--- src/rtl/shift_rows_stream.sv ---
// Streaming Rijndael ShiftRows / InvShiftRows over NB 32-bit columns with a 2-entry elastic output buffer.
// Optional macro SHIFTROW_BYPASS_EN adds in_byp, which passes the state through unpermuted.
module shift_rows_stream #(
  parameter int NB = 4
) (
  input  logic            clk,
  input  logic            rst,
  input  logic            in_valid,
  output logic            in_ready,
  input  logic            in_inv,
  input  logic [32*NB-1:0] sb,
  output logic            out_valid,
  input  logic            out_ready,
  output logic            out_inv,
  output logic [32*NB-1:0] sr
`ifdef SHIFTROW_BYPASS_EN
  ,
  input  logic            in_byp
`endif
);

  localparam int W = 32 * NB;

  // Handshake: a beat moves on a side only in a cycle where its valid and ready are both high.
  // in_ready and out_valid are decoded from the registered buffer state only, so out_ready never
  // reaches in_ready combinationally; both are forced low while rst is high.

  if (NB != 4 && NB != 6 && NB != 8) begin : g_bad_nb
    $error("shift_rows_stream: NB must be 4, 6 or 8");
  end

  typedef enum logic [1:0] {
    S_EMPTY = 2'd0,
    S_ONE   = 2'd1,
    S_TWO   = 2'd2
  } state_e;

  state_e       state_q, state_d;
  logic [W-1:0] main_q, main_d;
  logic [W-1:0] skid_q, skid_d;
  logic         main_inv_q, main_inv_d;
  logic         skid_inv_q, skid_inv_d;

  logic [W-1:0] fwd_w;
  logic [W-1:0] inv_w;
  logic [W-1:0] perm_w;
  logic         in_xfer;
  logic         out_xfer;

  // Pure wiring: every source column index is resolved during elaboration.
  for (genvar r = 0; r < 4; r++) begin : g_row
    localparam int SHIFT = (NB == 8 && r >= 2) ? r + 1 : r;
    for (genvar c = 0; c < NB; c++) begin : g_col
      localparam int SRC_FWD = (c + SHIFT) % NB;
      localparam int SRC_INV = (c + NB - SHIFT) % NB;
      assign fwd_w[W-1-8*(4*c+r) -: 8] = sb[W-1-8*(4*SRC_FWD+r) -: 8];
      assign inv_w[W-1-8*(4*c+r) -: 8] = sb[W-1-8*(4*SRC_INV+r) -: 8];
    end
  end

  always_comb begin
    perm_w = in_inv ? inv_w : fwd_w;
`ifdef SHIFTROW_BYPASS_EN
    if (in_byp) begin
      perm_w = sb;
    end
`endif
  end

  assign out_valid = (state_q != S_EMPTY) && !rst;
  assign in_ready  = (state_q != S_TWO) && !rst;
  assign sr        = main_q;
  assign out_inv   = main_inv_q;

  assign in_xfer  = in_valid && in_ready;
  assign out_xfer = out_valid && out_ready;

  always_comb begin
    state_d    = state_q;
    main_d     = main_q;
    main_inv_d = main_inv_q;
    skid_d     = skid_q;
    skid_inv_d = skid_inv_q;
    case (state_q)
      S_EMPTY: begin
        if (in_xfer) begin
          main_d     = perm_w;
          main_inv_d = in_inv;
          state_d    = S_ONE;
        end
      end
      S_ONE: begin
        if (in_xfer && out_xfer) begin
          main_d     = perm_w;
          main_inv_d = in_inv;
        end else if (out_xfer) begin
          state_d = S_EMPTY;
        end else if (in_xfer) begin
          // Main is stalled downstream; park the new beat behind it.
          skid_d     = perm_w;
          skid_inv_d = in_inv;
          state_d    = S_TWO;
        end
      end
      S_TWO: begin
        if (out_xfer) begin
          main_d     = skid_q;
          main_inv_d = skid_inv_q;
          state_d    = S_ONE;
        end
      end
      default: begin
        state_d = S_EMPTY;
      end
    endcase
  end

  always_ff @(posedge clk) begin
    if (rst) begin
      state_q    <= S_EMPTY;
      main_q     <= '0;
      main_inv_q <= 1'b0;
      skid_q     <= '0;
      skid_inv_q <= 1'b0;
    end else begin
      state_q    <= state_d;
      main_q     <= main_d;
      main_inv_q <= main_inv_d;
      skid_q     <= skid_d;
      skid_inv_q <= skid_inv_d;
    end
  end

endmodule

--- config.mk ---
export PLATFORM = sky130hd
export DESIGN_NAME = shift_rows_stream
export DESIGN_NICKNAME = d
export VERILOG_FILES = /design/src/rtl/shift_rows_stream.sv
export SDC_FILE = /design/constraint.sdc
export NUM_CORES = 1
export LEC_CHECK = 0
export ABC_AREA = 1
export BUFFER_PORTS_ARGS = -buffer_cell sky130_fd_sc_hd__clkbuf_2
export CAP_MARGIN = 15
export CORE_UTILIZATION = 45
export CTS_BUF_LIST = sky130_fd_sc_hd__clkbuf_4 sky130_fd_sc_hd__clkbuf_8
export DETAILED_ROUTE_END_ITERATION = 8
export GPL_TIMING_DRIVEN = 0
export PLACE_DENSITY = 0.78
export SETUP_SLACK_MARGIN = 0.15
export SYNTH_ARGS = -nofsm -noshare
export SYNTH_HDL_FRONTEND = slang
export SYNTH_SLANG_ARGS = --single-unit
--- constraint.sdc ---
create_clock -name clk -period 1.6 [get_ports clk]
set_input_delay 0.32 -clock clk [delete_from_list [all_inputs] [get_ports clk]]
set_output_delay 0.32 -clock clk [all_outputs]
set_load 0.01 [all_outputs]
Word-level counts from Yosys, hierarchy flattened
Index checks and enable logic that the tools add are counted.
- flip-flop bits (word level): 260
- output and inout bits: 131
- equal/unequal tests: 8
- muxes and demuxes: 15
- bitwise gates (word level): 2
- reduce and logical (&&, ||, !) cells: 12
- operator list (kind ; count):
    two-way mux 128 bit ; 3
    one-hot mux 128 bit (3 select lines) ; 1
    two-way mux 120 bit ; 1
    AND reduction 4 bit ; 3
    two-way mux 2 bit ; 5
    inequality test 2 bit, second input constant ; 5
    one-hot mux 2 bit (3 select lines) ; 1
    logical AND 1 bit ; 5
    two-way mux 1 bit ; 3
    inequality test 3 bit, second input constant ; 1
    one-hot mux 1 bit (3 select lines) ; 1
    nonzero test 3 bit ; 1
    == test 2 x 1 -> 1 bit, second input constant ; 1
    == test 2 bit, second input constant ; 1
    logical NOT 2 bit ; 1
    NOT 1 bit ; 2
    nonzero test 2 bit ; 1
    logical NOT 1 bit ; 1

Longest topological paths before layout
Gate-level depths: netlist of run 1.
- depth in word-level cells: 7
- mapped depth: 11
- gate-level depth less buffers: 9

Worst setup path before layout of run 1
No wires, ideal clock.
- path type: reg2reg
- start point: reg state_q[1]
- end point: reg skid_q[120]
- library setup time: 116 ps
- arrival time: 1243 ps
- path slack: 241 ps
- stages on the path, launching flop included: 10
- buffers on the path: 2
- cells stage by stage: dfxtp_1 > nor2_2 > nor2_4 > nand2_2 > nand2_2 > inv_2 > buf_4 > buf_4 > nor2_1 > nor2_1
- word-level cells in the longest chain between the ends: 6
- elaborated cells between the ends (all ways): 11
- classes of those cells: eq/ne: 2; bitwise: 2; reduce/logical: 7
- ends and longest elaborated chain (what ; RTL line ; source):
    start, declared ; 38 ; state_e state_q, state_d;
    start signal, assigned ; 126 ; state_q <= state_d;
    nonzero test 2 bit (*) ; 70 ; assign out_valid = (state_q != S_EMPTY) && !rst;
    logical AND 1 bit (*) ; 70 ;
    net out_valid ; 12 ; output logic out_valid,
    logical AND 1 bit (*) ; 76 ; assign out_xfer = out_valid && out_ready;
    logical AND 1 bit ; 93 ; if (in_xfer && out_xfer) begin
    NOT 1 bit (no line) ; n/a ;
    AND reduction 4 bit (no line) (*) ; n/a ;
    end signal, assigned ; 129 ; skid_q <= skid_d;
    end, declared ; 40 ; logic [W-1:0] skid_q, skid_d;
The timed path passes the listed nets; every way through them passes the cells marked *.
A chain may end at the register's enable or synchronous reset.

Worst setup path after layout of run 1
- start point: reg state_q[0]
- end point: reg main_q[62], in the netlist sr[62]
- word-level cells in the longest chain between the ends: 6
- elaborated cells between the ends (all ways): 16
- classes of those cells: eq/ne: 6; mux: 1; reduce/logical: 9
- ends and longest elaborated chain (what ; RTL line ; source):
    inequality test 2 bit or nonzero test 2 bit (tied branches) ; 71, 70 ;
    logical AND 1 bit, on equally long branches ; 71, 70 ;
    logical AND 1 bit, on equally long branches ; 75, 76 ;
    logical AND 1 bit ; 93 ;
    inequality test 2 bit (no line) ; n/a ;
    AND reduction 4 bit (no line) ; n/a ;
    end signal, assigned ; 127 ; main_q <= main_d;
    end, declared ; 39 ; logic [W-1:0] main_q, main_d;
Parallel ways exist; a longest one is shown, timed or not.

==> summary.md, run 1 <==
| Metric | Value |
|---|---|
| Crit end category | `flip-flop` |
| Worst path required time | `just over 2000 ps` |
| Drt drc | `0` |
| Warnings from Yosys | `0` |
| Cells after Synth | `roughly 2000` |
| Layout cells sized above 1 | `0.3770` |
| Yosys cell types | `19` |
| CTS tree | `done` |
| Yosys top cell area share | `0.4167` |
| Slew @ Worst Pin | `roughly 770 ps` |
| Internal power | `about 13000 uW` |
| Cell Area, Placed | `about 14000 um2` |
| RD Place Congestion | `between 0.8 and 0.9` |
| Clock slew at reported path FFs | `roughly 60 ps` |
| Cell area after synthesis | `approximately 12000 um2` |
| Worst skew pair latency | `560 ps` |
| Highest clock rate | `~550 MHz` |
| Failing checks | `setup timing` |
| Synth Register Bits | `260` |
| RSZ-0062 raised after global routing | `yes` |
| Post-layout nets | `2527` |
| CP max-delay cell | `dfxtp_2` |
| Overall routing resource usage | `0.3104` |
| DRT iter0 DRCs | `1475` |
| Final instance area | `a little under 20000 um2` |
| Power per Cell Area | `between 900 and 1000 nW/um2` |
| # port buffers | `roughly 260` |
| Hold Crit Class | `in -> reg` |
| H-tree levels | `2` |
| Crit-path max FO | `9` |
| Fin. max-slew vios | `0` |
| Vias per cell | `5.481` |
| Antenna diode count | `0` |
| Synthesized net count | `about 2100` |
| Vias in the first global route | `~13000` |
| Tmin final | `~1800 ps` |
| Ports | `between 200 and 300` |
| WL final | `50.90 mm` |
| Layout Area Growth over Synthesis | `56.89%` |
| P_sw | `5733 uW` |
| Area contributors post-synth | `dfxtp_1 42%, nand2_1 16%, nor2_1 14%, a21oi_1 7.8%, nand3_1 5.2%` |
| Outcome | `complete, but fails checks` |
| Synth area leader | `dfxtp_1` |
| Avg Inst Size Synth | `about 6.3 um2` |
| Final setup margin | `-202.6 ps` |
| Final Power | `18370 uW` |
| Setup crit start kind | `flip-flop` |
| # rows | `60` |
| Via Count | `between 15000 and 20000` |
| Seq/Total Area, Yosys | `0.4167` |
| Fin crit share | `1.127` |
| HPWL Detailed | `between 20 and 30 mm` |
| Worst IR Drop VDD | `0.7046 mV` |
| Slew Limit Headroom | `0.4896` |
| Sink Count | `260` |
| Setup Crit Path Kind | `reg -> reg` |
| Drt pass-1 iters | `6` |
| Largest net degree at the start of global routing | `11` |
| CTS Root Buffer Type | `clkbuf_8` |
| Initial antenna violation count | `1` |
| Setup Viol. Count Final | `approximately 260` |
| Drt wl/cell | `18.22 um` |
| Sequential power share | `0.396` |
| Core footprint | `~27000 um2` |
| ANT nets after route | `0` |
| Count of final hold-check violations | `0` |
| Leakage power | `approximately 0.0091 uW` |
| Worst-path cell chain | `buf_4 -> buf_6 -> nor2_4 -> nor2_4 -> nand2_4 -> nand2_8 -> clkbuf_16 -> clkbuf_16 -> a21oi_2 -> nor2_1` |
| Total grt overflow | `0` |
| Die H | `168.6 um` |
| Clock power frac | `0.331` |
| CTS Buf Count | `45` |
| Starting density of the core | `0.4609` |
| Clock Tree Buf Depth | `3` |
| Logic pwr share | `0.273` |
| Switching power share of the total | `0.3121` |
| Die X | `roughly 170 um` |
| Die area | `between 20000 and 30000 um2` |
| Max_cap viols | `0` |
| Crit path arrival time | `roughly 2200 ps` |
| CP max stage delay | `roughly 320 ps` |
| Clock skew after layout | `around 19 ps` |
| First-pass GRT wire length | `slightly below 70 mm` |
-- per-stage QoR --
stage / worst slack (ps) / std cells / TNS, ps / util / hold slack [ps]
after floorplan: 241.3 / 1985 / 0 / - / 389.1
final: -202.6 / 2794 / -27370 / 0.7231 / 21.83
after CTS: -179.3 / 2754 / -10510 / 0.6399 / 1.790
after global placement: -592.5 / 2620 / -84750 / 0.5266 / 460.5
after detailed placement: -623.2 / 2620 / -91150 / 0.5266 / 467.7
after global routing: -231.0 / 2794 / -36310 / 0.7231 / 33.70
-- routing by layer --
| metal | vias up | GRT usage | share of wire | wire length (um) |
|---|---|---|---|---|
| li1 | 7046 | - | - | - |
| met3 | 203 | 0.05471 | 0.10 | 5158 |
| met4 | 2 | 0.1281 | 0.049 | 2518 |
| met2 | 985 | 0.5210 | 0.47 | 23920 |
| met1 | 7078 | 0.3933 | 0.38 | 19300 |
| met5 | - | 0 | 0.00022 | 11 |
-- kinds of logic after synthesis --
group | Yosys count | share of synthesized area
AOI/OAI and AO/OA | 324 | 0.1298
buffers and inverters | 290 | 0.1040
DFF | 260 | 0.4167
and+or+nand+nor | 1111 | 0.3495
-- cell type report --
type	count	area, um2
Tap cell	372	465.4
Timing Repair Buffer	365	3353
Clock buffer	73	867.1
Clock inverter	2	10.01
Fill cell	1965	7505
Sequential cell	260	5213
Buffer	150	1588
Inverter	137	529.3
Multi-Input combinational cell	1435	7571
-- Yosys cell counts --
library cell,n
nor2_4,1
inv_1,132
buf_6,3
nand2_1,519
nand3_1,130
nand2_4,1
nor2_1,453
clkbuf_1,43
buf_1,3
a21oi_1,195
o21ai_1,80
nand2_2,4
nor2_2,1
o21ai_0,49
nand4_1,2
buf_4,23
inv_2,5
buf_2,81
dfxtp_1,260
-- worst max-delay path, delay by kind of cell, from the launching register on --
| family | cells | cell delay (ps) |
|---|---|---|
| buffers and inverters | 4 | 670 |
| flip-flops | 1 | 320 |
| AND/OR/NAND/NOR | 5 | 540 |
| AO/OA/AOI/OAI | 1 | 150 |
-- worst paths after layout --
kind              slack, ps  startpoint  cells past startpoint    endpoint
setup / recovery       -200  state_q[0]                     10      sr[62]
hold / removal           20     sb[104]                      3  skid_q[40]
setup reg to reg       -200  state_q[0]                     10      sr[62]
hold reg to reg         470  skid_q[69]                      2  skid_q[69]
-- registers in the layout, summed over array words and instances (netlist names) --
register,flops
sr,128
out_inv,1
skid_q,128
state_q,2
skid_inv_q,1
-- power by group through the flow --
stage	clock network (uW)	registers [uW]	logic [uW]
2_1_floorplan	0	7420	1750
4_1_cts	6090	7210	3980
3_3_place_gp	0	7290	2960
6_report	6080	7280	5020
3_5_place_dp	0	7300	3010
5_1_grt	6410	7310	5310
-- layout by cell type (no fill, tap or decap), types with 18 or more instances in the layout --
cell       instances
inv_1            131
clkbuf_8          51
nand3_1           81
nand3_2           44
nand2_1          502
clkbuf_2         267
buf_8             39
clkbuf_1          31
a21oi_4           18
buf_6             25
buf_2             23
nor2_2            47
a21oi_1           69
dfxtp_1          256
buf_4             30
nor2_1           382
o21ai_2           80
buf_12            40
nor2_4            26
buf_16            24
o21ai_1           33
a21oi_2          108
clkbuf_4          23
clkbuf_16         23
-- what timing repair did --
action                                  4_1_cts  5_1_grt
gates resized for setup                     324      424
gates cloned                                 30       23
pin swaps                                    17       93
buffers inserted                             29       17
endpoints found under the setup margin      262      266
hold buffers                                  3        0
endpoints found under the hold margin         3        0
Power figures use the tool's default switching activity.
==> run 2: changes to the inputs <==
==> constraint.sdc (replaced) <==
create_clock -name clk -period 1.6 [get_ports clk]
set_input_delay 0.08 -clock clk [delete_from_list [all_inputs] [get_ports clk]]
set_output_delay 0.08 -clock clk [all_outputs]
set_load 0.01 [all_outputs]
==> run 2 against run 1 <==
  * The run still ends with setup timing left
  * Largest power group unchanged
  * Highest routed layer is now met4
  * Register-to-register slack improved by 110 ps
  * Largest cell class unchanged
  * Clock skew up 7.3 ps
  * Clock-buffer cell count unchanged
  * Combinational power down 4.6%
  * Sequential share of layout area grew 0.13 points
==> summary.md, run 2 (synthesis gave the netlist of run 1 again) <==
| Metric | Value |
|---|---|
| Total grt overflow | `0 (unchanged)` |
| HPWL Detailed | `29.79 mm (unchanged)` |
| RSZ-0062 raised after global routing | `yes` |
| Fin Hold WS | `92.66 ps (+70.83 ps)` |
| Vias per cell | `5.484 (about the same)` |
| Largest net degree at the start of global routing | `12 (+1)` |
| Tmin final | `1690 ps (-113.0 ps)` |
| Crit path arrival time | `2150 ps (-80 ps)` |
| Slew @ Worst Pin | `1089 ps (+323.2 ps)` |
| Hold Crit Class | `in -> reg` |
| Crit-path max FO | `10 (+1)` |
| Fin crit share | `1.056 (-0.07063)` |
| Outcome | `complete, but fails checks` |
| DRT iter0 DRCs | `1938 (+31%)` |
| Highest clock rate | `591.9 MHz (+6.7%)` |
| Clock skew after layout | `26.26 ps (+7.288 ps)` |
| Initial antenna violation count | `0 (-1)` |
| Core footprint | `27100 um2 (unchanged)` |
| Die area | `28430 um2 (unchanged)` |
| ANT nets after route | `0 (unchanged)` |
| Drt drc | `0 (unchanged)` |
| Clock Tree Buf Depth | `3 (unchanged)` |
| Final setup margin | `-89.60 ps (+113.0 ps)` |
| Switching power share of the total | `0.3129 (+0.0008463)` |
| Layout Utilization | `0.7197 (-0.003416)` |
| Setup Viol. Count Final | `8 (-97%)` |
| # fillers | `1909 (-2.8%)` |
| Layout cells sized above 1 | `0.2886 (-0.08833)` |
| Cell Area, Placed | `14270 um2 (unchanged)` |
| Slew Limit Headroom | `0.2741 (-0.2155)` |
| Starting density of the core | `0.4609 (unchanged)` |
| CTS tree | `done` |
| Worst IR Drop VDD | `0.7120 mV (+1.0%)` |
| Drt pass-1 iters | `6 (unchanged)` |
| Die X | `168.6 um (unchanged)` |
| Commonest non-fill, non-tap cell in the layout | `nand2_1` |
| Leakage power | `0.008981 uW (-1.0%)` |
| Commonest cells after routing, fill and taps aside | `502 x nand2_1, 434 x nor2_1, 270 x clkbuf_2, 258 x dfxtp_1, 162 x dlygate4sd3_1` |
| Internal power | `12490 uW (-1.2%)` |
| Fin. max-slew vios | `0 (unchanged)` |
| CP max stage delay | `350 ps (+30 ps)` |
| Sink Count | `260 (unchanged)` |
| Final Power | `18180 uW (-1.1%)` |
| # port buffers | `263 (unchanged)` |
| Setup crit start kind | `flip-flop` |
| Overall routing resource usage | `0.3360 (+0.02569)` |
| CP max-delay cell | `dfxtp_4` |
| Worst path required time | `2060 ps (+30 ps)` |
| CTS Buf Count | `45 (unchanged)` |
| Final TNS setup | `-147.6 ps (+27220 ps)` |
| Sequential power share | `0.399 (+0.003)` |
| CTS Root Buffer Type | `clkbuf_8` |
| Layout Area Growth over Synthesis | `56.15%` |
| Drt wl/cell | `18.11 um (-0.60%)` |
| Post-layout nets | `2648 (+4.8%)` |
| Final instance area | `19500 um2 (-0.47%)` |
| P_sw | `5687 uW (-0.79%)` |
| Count of final hold-check violations | `0 (unchanged)` |
| Worst-path cell chain | `buf_4 -> nor2_4 -> nor2_4 -> nand2_4 -> nand2_8 -> buf_12 -> buf_4 -> nand3_1 -> nand2_1 -> nor2_1` |
| First-pass GRT wire length | `75.27 mm (+9.3%)` |
| WL final | `52.81 mm (+3.7%)` |
| # rows | `60 (unchanged)` |
| Via Count | `15990 (+4.4%)` |
| Max_cap viols | `0 (unchanged)` |
| Clock power frac | `0.337 (+0.006)` |
| Power per Cell Area | `931.9 nW/um2 (-0.59%)` |
| Logic pwr share | `0.264 (-0.009)` |
| Worst skew pair latency | `570 ps (about the same)` |
| H-tree levels | `2 (unchanged)` |
| Clock slew at reported path FFs | `60 ps (about the same)` |
| Die H | `168.6 um (unchanged)` |
| Failing checks | `setup timing` |
| Ports | `264 (unchanged)` |
| Vias in the first global route | `14770 (+13%)` |
| Setup Crit Path Kind | `reg -> reg` |
| RD Place Congestion | `0.8791 (unchanged)` |
| Crit end category | `flip-flop` |
==> run 2: changes by cell type in the layout (fill, tap and decap cells not counted), sizes merged <==
| cell | before | now |
|---|---|---|
| buf | 184 | 158 |
| bufbuf | 6 | 0 |
| dlygate4sd3 | 3 | 162 |
| clkbuf | 395 | 389 |
| clkinv | 3 | 2 |
| inv | 136 | 137 |
| diode | 0 | 1 |
==> run 2: path summary, 6_finish.rpt <==
path	end	cells after the start	slack [ps]	startpoint
hold / removal	state_q[0]	5	90	out_ready
hold reg to reg	sr[72]	2	470	sr[72]
setup / recovery	sr[85]	10	-90	state_q[0]
setup reg to reg	sr[85]	10	-90	state_q[0]
==> run 2: power groups by stage <==
stage,registers [uW],logic [uW],clock network [uW]
6_report,7250,4790,6130
2_1_floorplan,7420,1750,0
5_1_grt,7280,5100,6430
3_3_place_gp,7290,2960,0
4_1_cts,7210,4210,6090
3_5_place_dp,7300,3010,0
==> run 2: metrics by stage <==
step,cells,setup WS [ps]
2_1_floorplan,1985,241.3
3_3_place_gp,2620,-352.5
3_5_place_dp,2620,-384.7
4_1_cts,2896,-4.986
5_1_grt,2915,-83.55
6_report,2916,-89.60
==> run 2: final cells by class <==
type | instances | area, um2 | share of cell area
Multi-Input combinational cell | 1435 | 6897 | 0.3536
Sequential cell | 260 | 5213 | 0.2673
Timing Repair Buffer | 484 | 4075 | 0.2089
Buffer | 152 | 1448 | 0.07422
Clock buffer | 73 | 867.1 | 0.04446
Inverter | 137 | 526.8 | 0.02701
Tap cell | 372 | 465.4 | 0.02386
Clock inverter | 2 | 10.01 | 0.0005132
Antenna cell | 1 | 2.502 | 0.0001283
==> run 2: critical path: cells and delay by family, from the launching register on <==
family        cells  cell delay (ps)
buf+inv           3              500
simple gates      7              750
flops             1              350
==> run 2: what timing repair did <==
action | CTS | global route
endpoints found under the setup margin | 261 | 252
gates resized for setup | 322 | 167
pin swaps | 30 | 34
hold buffers | 162 | 0
buffers inserted | 21 | 7
hold endpoints to repair | 188 | 0
cloned | 19 | 12
==> run 2: per-layer routing <==
layer,GRT usage,part of all wire,vias to the layer above
met4,0.2012,0.064,0
met5,0,0,-
met3,0.05869,0.098,297
li1,-,-,7277
met2,0.5724,0.47,1070
met1,0.3962,0.37,7346
